`src/rtl/updown_counter_n.sv`:
```
// updown_counter_n
// N-bit loadable up/down counter with a programmable terminal count.
// Each enabled step either wraps or saturates at the bounds, depending on
// the saturate mode. tc is a registered one-cycle pulse for each boundary
// event. busy is high whenever count differs from the reset value.
// With limit set to all ones the block is a plain free-running counter.

module updown_counter_n #(
  parameter int          WIDTH     = 8,
  parameter int unsigned RESET_VAL = 0
) (
  input  logic             clk,
  input  logic             reset,
  input  logic             enable,
  input  logic             up,
  input  logic             load,
  input  logic [WIDTH-1:0] load_val,
  input  logic [WIDTH-1:0] limit,
  input  logic             saturate,
  output logic [WIDTH-1:0] count,
  output logic             tc,
  output logic             busy
);

  // Reset value truncated to the counter width.
  localparam logic [WIDTH-1:0] RESET_COUNT = RESET_VAL[WIDTH-1:0];
  localparam logic [WIDTH-1:0] ONE         = {{(WIDTH-1){1'b0}}, 1'b1};
  localparam logic [WIDTH-1:0] ZERO        = '0;

  logic [WIDTH-1:0] count_reg;
  logic [WIDTH-1:0] count_next;
  logic             tc_reg;
  logic             tc_next;

  // Boundary conditions of the current count. at_top uses >= so that a value
  // loaded above limit is treated as already being at the upper bound.
  logic             at_top;
  logic             at_zero;
  logic [WIDTH-1:0] count_inc;
  logic [WIDTH-1:0] count_dec;

  assign at_top    = (count_reg >= limit);
  assign at_zero   = (count_reg == ZERO);
  assign count_inc = count_reg + ONE;
  assign count_dec = count_reg - ONE;

  // Next count and tc. The priority is load, then enable, then hold.
  always_comb begin
    count_next = count_reg;
    tc_next    = 1'b0;
    if (load) begin
      count_next = load_val;
    end else if (enable) begin
      if (up) begin
        if (!at_top) begin
          count_next = count_inc;
        end else begin
          // Upper-bound event: wrap to zero, or hold when saturating.
          tc_next = 1'b1;
          if (!saturate) begin
            count_next = ZERO;
          end
        end
      end else begin
        if (!at_zero) begin
          count_next = count_dec;
        end else begin
          // Lower-bound event: wrap to the terminal count, or hold at zero.
          tc_next = 1'b1;
          if (!saturate) begin
            count_next = limit;
          end
        end
      end
    end
  end

  // State register. Reset clears asynchronously and overrides a simultaneous load.
  always_ff @(posedge clk or posedge reset) begin
    if (reset) begin
      count_reg <= RESET_COUNT;
      tc_reg    <= 1'b0;
    end else begin
      count_reg <= count_next;
      tc_reg    <= tc_next;
    end
  end

  // busy: per-bit difference from the reset value, OR-reduced.
  logic [WIDTH-1:0] diff_bits;

  genvar gi;
  generate
    for (gi = 0; gi < WIDTH; gi++) begin : g_diff
      assign diff_bits[gi] = count_reg[gi] ^ RESET_COUNT[gi];
    end
  endgenerate

  assign busy  = |diff_bits;
  assign count = count_reg;
  assign tc    = tc_reg;

endmodule

```
`config.mk`:
```
export PLATFORM = sky130hd
export DESIGN_NAME = updown_counter_n
export DESIGN_NICKNAME = d
export VERILOG_FILES = /design/src/rtl/updown_counter_n.sv
export SDC_FILE = /design/constraint.sdc
export NUM_CORES = 1
export LEC_CHECK = 0
export ABC_AREA = 1
export CAP_MARGIN = 20
export CORE_MARGIN = 10
export CORE_UTILIZATION = 45
export DETAILED_ROUTE_END_ITERATION = 6
export GPL_TIMING_DRIVEN = 1
export PLACE_DENSITY = 0.85
export SYNTH_ARGS = -nofsm -noshare
export SYNTH_HDL_FRONTEND = slang
export SYNTH_SLANG_ARGS = --single-unit
```
`constraint.sdc`:
```
create_clock -name clk -period 2.2 [get_ports clk]
set_input_delay 0.22 -clock clk [delete_from_list [all_inputs] [get_ports clk]]
set_output_delay 0.22 -clock clk [all_outputs]
set_load 0.03 [all_outputs]
```
==> impl_metrics.sql, run 1 <==
INSERT INTO impl_metrics (metric_group, metric, value, unit) VALUES
('synth', 'synth.cell_area', '1250', 'um2'),
('cells_and_area', 'final_instance_count_without_filler_cells', '277', ''),
('hold_path', 'worstHoldPathType', 'in -> async', ''),
('global_route', 'grt_max_degree', '13', ''),
('synth', 'synth_largest_type_area_fraction', '0.200', ''),
('floorplan', 'floorplan.initialDensity', '0.463', ''),
('sta', 'hold_viol', '0', ''),
('clocking', 'root_buffer', 'sky130_fd_sc_hd__clkbuf_4', ''),
('power', 'total_switching_power', '0.441', 'mW'),
('setup_path', 'critical_path.max_fanout', '7', ''),
('sta', 'setup_viol', '0', ''),
('clocking', 'tritoncts.num_buffers', '3', ''),
('floorplan', 'core_region_area', '2710', 'um2'),
('cells_and_area', 'final_util', '0.607', ''),
('sta', 'fmax', '503', 'MHz'),
('cells_and_area', 'insertedDiodeCount', '0', ''),
('job', 'maxCapViolations', '0', ''),
('sta', 'layout_min_cycle_time', '1990', 'ps'),
('power', 'total_power', '0.941', 'mW'),
('setup_path', 'timing.critical_path.buf_inv', '3', ''),
('place', 'place_hpwl', '2820', 'um'),
('synth', 'most_frequently_used_cell_type_in_the_post_synthesis_netlist', 'sky130_fd_sc_hd__nand2_1', ''),
('routing', 'antenna_left', '0', ''),
('synth', 'postSynth.topFlopCell', 'sky130_fd_sc_hd__dfrtp_1', ''),
('cells_and_area', 'largest_register_ffs', '8', ''),
('clocking', 'clk_pin_slew', '60', 'ps'),
('setup_path', 'worst_setup_end_kind', 'output pin', ''),
('outcome', 'outcome', 'finished, final reports clean', ''),
('global_route', 'global_route.usage.met2', '0.217', ''),
('global_route', 'grt_util_met3', '0.0218', ''),
('synth', 'yosys.cell_types.count', '27', ''),
('synth', 'synth_edf_count', '0', ''),
('setup_path', 'cp_slowest_cell', 'sky130_fd_sc_hd__dfrtp_1', ''),
('setup_path', 'crit-reg2reg-launch', 'count[1]', ''),
('setup_path', 'reg2reg_slack', '250', 'ps'),
('floorplan', 'die_height', '72.8', 'um'),
('synth', 'ys_async_sr_fraction', '1.00', ''),
('global_route', 'grt_use_met1', '0.167', ''),
('power', 'sw_frac_of_total', '0.468', ''),
('setup_path', 'cp_top_family', 'buffers and inverters', ''),
('global_route', 'grt_pass1_wl', '5850', 'um'),
('power', 'power_frac_comb', '0.612', ''),
('power', 'clock_power_share', '0.139', ''),
('routing', 'first_pass_iters', '4', ''),
('setup_path', 'cp_data_arrival_time', '1770', 'ps'),
('setup_path', 'critical_path_class', 'reg -> out', ''),
('power', 'share_of_power_burned_in_registers', '0.249', ''),
('floorplan', 'overall_die_area', '5300', 'um2'),
('cells_and_area', 'nets', '279', ''),
('synth', 'syn-num-nets', '241', ''),
('clocking', 'clock_path_buffers', '2', ''),
('routing', 'post_drt_via_cell_ratio', '4.91', ''),
('synth', 'postSynthCellCount', '209', ''),
('clocking', 'cts_setup_buffers', '0', ''),
('clocking', 'cts-htree-levels', '1', ''),
('cells_and_area', 'layout-area-overhead-vs-synth', '31.1', '%'),
('setup_path', 'r2r-end', 'count[5]', ''),
('sta', 'final_max_slew_viol_count', '0', ''),
('sta', 'tns', '0', 'ps'),
('clocking', 'tritoncts', 'built', ''),
('synth', 'syn_area_per_cell', '6.00', 'um2'),
('routing', 'drt_drc_violations_left', '0', ''),
('sta', 'unrepaired_setup_endpoints_after_global_routing', 'false', ''),
('sta', 'slew-limit-headroom', '0.746', ''),
('routing', 'vias', '1359', ''),
('global_route', 'grt_most_used_layer', 'met2', ''),
('cells_and_area', 'drive_above_1_share', '0.130', ''),
('place', 'place.detailed.instances', '273', ''),
('place', 'dpl_ws', '11.5', 'ps'),
('place', 'port_buffers', '31', ''),
('power', 'intPower', '0.501', 'mW');
[cell type report]
cell class                      instances  area (um2)  area share
Timing Repair Buffer                   39         369       0.224
Inverter                               34         128      0.0776
Multi-Input combinational cell        160         858       0.522
Sequential cell                         9         225       0.137
Tap cell                               31        38.8      0.0236
Clock buffer                            4        26.3      0.0160
[kinds of logic after synthesis]
kind of cell	count (synthesis)	synth area share
buffers and inverters	40	0.137
AOI/OAI and AO/OA	21	0.0947
and+or+nand+nor	125	0.462
xor gates and xnor gates	4	0.0279
DFF	9	0.179
adders and majority gates	10	0.0997
[power by group through the flow]
stage / clock network [mW] / logic (mW) / registers (mW)
floorplan: 0 / 0.339 / 0.284
global placement: 0 / 0.565 / 0.236
detailed placement: 0 / 0.573 / 0.237
CTS: 0.135 / 0.576 / 0.234
global route: 0.136 / 0.645 / 0.242
finish: 0.131 / 0.576 / 0.235
[per-stage QoR]
step                hold WS [ps]  instance area (um2)
CTS                          218                 1650
detailed placement           508                 1620
global placement             503                 1620
finish                       218                 1650
global route                 260                 1650
floorplan                   47.9                 1250
[repair_timing]
action / in CTS / in global routing
resized for setup: 1 / 0
endpoints found under the hold margin: 0 / 0
setup endpoints to repair: 1 / 0
[worst register-to-register path: stages (launching register included)]
cell                      delay [ps]
sky130_fd_sc_hd__dfrtp_1         470
sky130_fd_sc_hd__ha_1            330
sky130_fd_sc_hd__nand2_1          80
sky130_fd_sc_hd__nand2_1          50
sky130_fd_sc_hd__nand2_1          60
sky130_fd_sc_hd__nand2_1          80
sky130_fd_sc_hd__nand2_1          80
sky130_fd_sc_hd__nand4_2         200
sky130_fd_sc_hd__nand2_2         170
sky130_fd_sc_hd__nand2_1          70
sky130_fd_sc_hd__nand2_2         140
sky130_fd_sc_hd__nand3_1         100
sky130_fd_sc_hd__nand2_1          70
[how the worst max path moves through the flow]
| stage | startpoint | to | cells past startpoint |
|---|---|---|---|
| global placement | limit[7] | count[2] | 12 |
| finish | count[1] | busy | 6 |
| global route | limit[3] | count[4] | 14 |
| floorplan | count[0] | count[1] | 12 |
| CTS | count[1] | busy | 6 |
| detailed placement | limit[2] | count[4] | 14 |
[layer usage]
layer / part of all wire / up-vias
met5: 0 / -
met4: 0.010 / 0
met3: 0.062 / 4
met2: 0.47 / 39
met1: 0.45 / 588
li1: - / 728
[placed cells by master, fill, tap and decap left out, types with 4 or more instances in the layout]
cell type / count
sky130_fd_sc_hd__clkdlybuf4s50_1: 30
sky130_fd_sc_hd__dfrtp_1: 9
sky130_fd_sc_hd__ha_1: 10
sky130_fd_sc_hd__a21oi_1: 10
sky130_fd_sc_hd__o21ai_0: 4
sky130_fd_sc_hd__inv_1: 33
sky130_fd_sc_hd__o21ai_1: 5
sky130_fd_sc_hd__nand3_1: 22
sky130_fd_sc_hd__nor2_1: 12
sky130_fd_sc_hd__nand2_1: 67
sky130_fd_sc_hd__nand2_2: 4
sky130_fd_sc_hd__buf_4: 8
sky130_fd_sc_hd__or2_2: 7
sky130_fd_sc_hd__nor2_2: 4
(Power assumes the default switching activity.)
==> run 2: changes to the inputs <==
--- a/config.mk
+++ b/config.mk
@@ -9,6 +9,7 @@
 export CAP_MARGIN = 20
 export CORE_MARGIN = 10
 export CORE_UTILIZATION = 45
+export CTS_CLUSTER_DIAMETER = 120
 export DETAILED_ROUTE_END_ITERATION = 6
 export GPL_TIMING_DRIVEN = 1
 export PLACE_DENSITY = 0.85
==> results of run 2 <==
Same layout as run 1: the final DEF is identical, and so are final timing and power.
==> run 3: changes to the inputs <==
--- a/config.mk
+++ b/config.mk
@@ -6,7 +6,7 @@
 export NUM_CORES = 1
 export LEC_CHECK = 0
 export ABC_AREA = 1
-export CAP_MARGIN = 20
+export CAP_MARGIN = 30
 export CORE_MARGIN = 10
 export CORE_UTILIZATION = 45
 export CTS_CLUSTER_DIAMETER = 120
==> results of run 3 <==
Same layout as run 1: the final DEF is identical, and so are final timing and power.
==> variant (config.mk and constraints of run 2) <==
`WIDTH`: 8 -> 12.
--- a/src/rtl/updown_counter_n.sv
+++ b/src/rtl/updown_counter_n.sv
@@ -7,5 +7,5 @@
 
 module updown_counter_n #(
-  parameter int          WIDTH     = 8,
+  parameter int          WIDTH     = 12,
   parameter int unsigned RESET_VAL = 0
 ) (
Ports: changed (resized count, limit and load_val); port bits go from 32 to 44. The function was not compared with the original's and may differ.
==> variant against run 2 <==
Die area grew 37%; setup slack improved by 81 ps; fmax rose by 4.3%; critical path type is now flop to flop; highest routed layer unchanged; first-iteration DRC count grew to 3.1 times the old value; synthesized area increased by 53%; critical endpoint is now count[4]$_DFFE_PP0P_; sequential power up 45%; wire length is 66% higher; sequential cell count increased by 4; cell area rose by 53%; largest cell class unchanged; power rose by 49%.
==> variant: results <==
{
  "insertion_delay_ps": 250,
  "postPlaceCellArea_mm2": 0.00247,
  "ys_types": 26,
  "finalWeightedCongestion": 0.963,
  "grt_pass1_vias": 2082,
  "syn-num-nets": 356,
  "yosysSeqAreaShare_pct": 17.0,
  "drtIter0Drc": 181,
  "clock-root-buffer": "clkbuf_8",
  "first_pass_iters": 5,
  "grt_pass1_wl_mm": 9.38,
  "path_delay_family": "simple AND/OR/NAND/NOR gates",
  "yosys-top-cells-count": "81 x nand2_1, 62 x nand3_1, 39 x inv_1, 23 x nor2_1",
  "grt_max_degree": 38,
  "vdd_drop_max_uv": 394,
  "status": "finished, final reports clean",
  "dp_hpwl_mm": 4.56,
  "largest_reg_flops": 12,
  "post_layout_nonfiller_instances": 414,
  "max_stage_delay_ps": 470,
  "leakage_nw": 1.29,
  "grt_use_total_pct": 15.0,
  "drt_wl_total_mm": 5.58,
  "pre_cts_ws_ps": 59.0,
  "via_per_inst": 5.33,
  "postSynthAreaPerCell_um2": 6.14,
  "arrival_ps": 2040,
  "slowest_stage": "dfrtp_1",
  "worst-path-max-fanout": 12
}
## variant: power by group
| part | leakage [nW] | switching [W] | internal [W] |
|---|---|---|---|
| clock network | 0.0228 | 0.0000896 | 0.000128 |
| logic | 1.11 | 0.000492 | 0.000352 |
| registers | 0.157 | 0.0000635 | 0.000278 |
## variant: area by class of cell
class                      count  area (um2)
timing repair buffer          62         576
sequential                    13         325
multi-input combinational    244        1350
tap                           50        62.6
inverter                      41         154
fill                         389        1540
clock buffer                   4        45.0
## variant: timing repair
| item | 4_1_cts | 5_1_grt |
|---|---|---|
| setup buffers | 0 | 0 |
| gates resized for setup | 0 | 1 |
| hold endpoints to repair | 0 | 0 |
| endpoints found under the setup margin | 0 | 1 |
## variant: path summary, 6_finish.rpt
| kind | startpoint | end | slack (ps) | cells past startpoint |
|---|---|---|---|---|
| worst min register to register | count[4]$_DFFE_PP0P_ | count[4]$_DFFE_PP0P_ | 600 | 2 |
| min in group clk | load | tc$_DFF_PP0_ | 530 | 2 |
| max in group asynchronous | reset | count[2]$_DFFE_PP0P_ | 1540 | 2 |
| worst max register to register | count[9]$_DFFE_PP0P_ | count[4]$_DFFE_PP0P_ | 290 | 11 |
| worst max-delay path | count[9]$_DFFE_PP0P_ | count[4]$_DFFE_PP0P_ | 290 | 11 |
| worst min-delay path | reset | tc$_DFF_PP0_ | 310 | 2 |
## variant: layer usage
| metal | global-route usage [%] | part of all wire, % |
|---|---|---|
| met5 | 0 | 0 |
| met4 | 4.04 | 1.6 |
| met3 | 2.58 | 9.8 |
| met2 | 24.7 | 46 |
| met1 | 19.5 | 43 |
## variant: logic make-up after synthesis
family,share of synthesized area [%]
buf+inv,12.5
fa+ha+maj,9.14
xor+xnor,3.20
simple gates,55.3
compound gates,2.94
flops,17.0
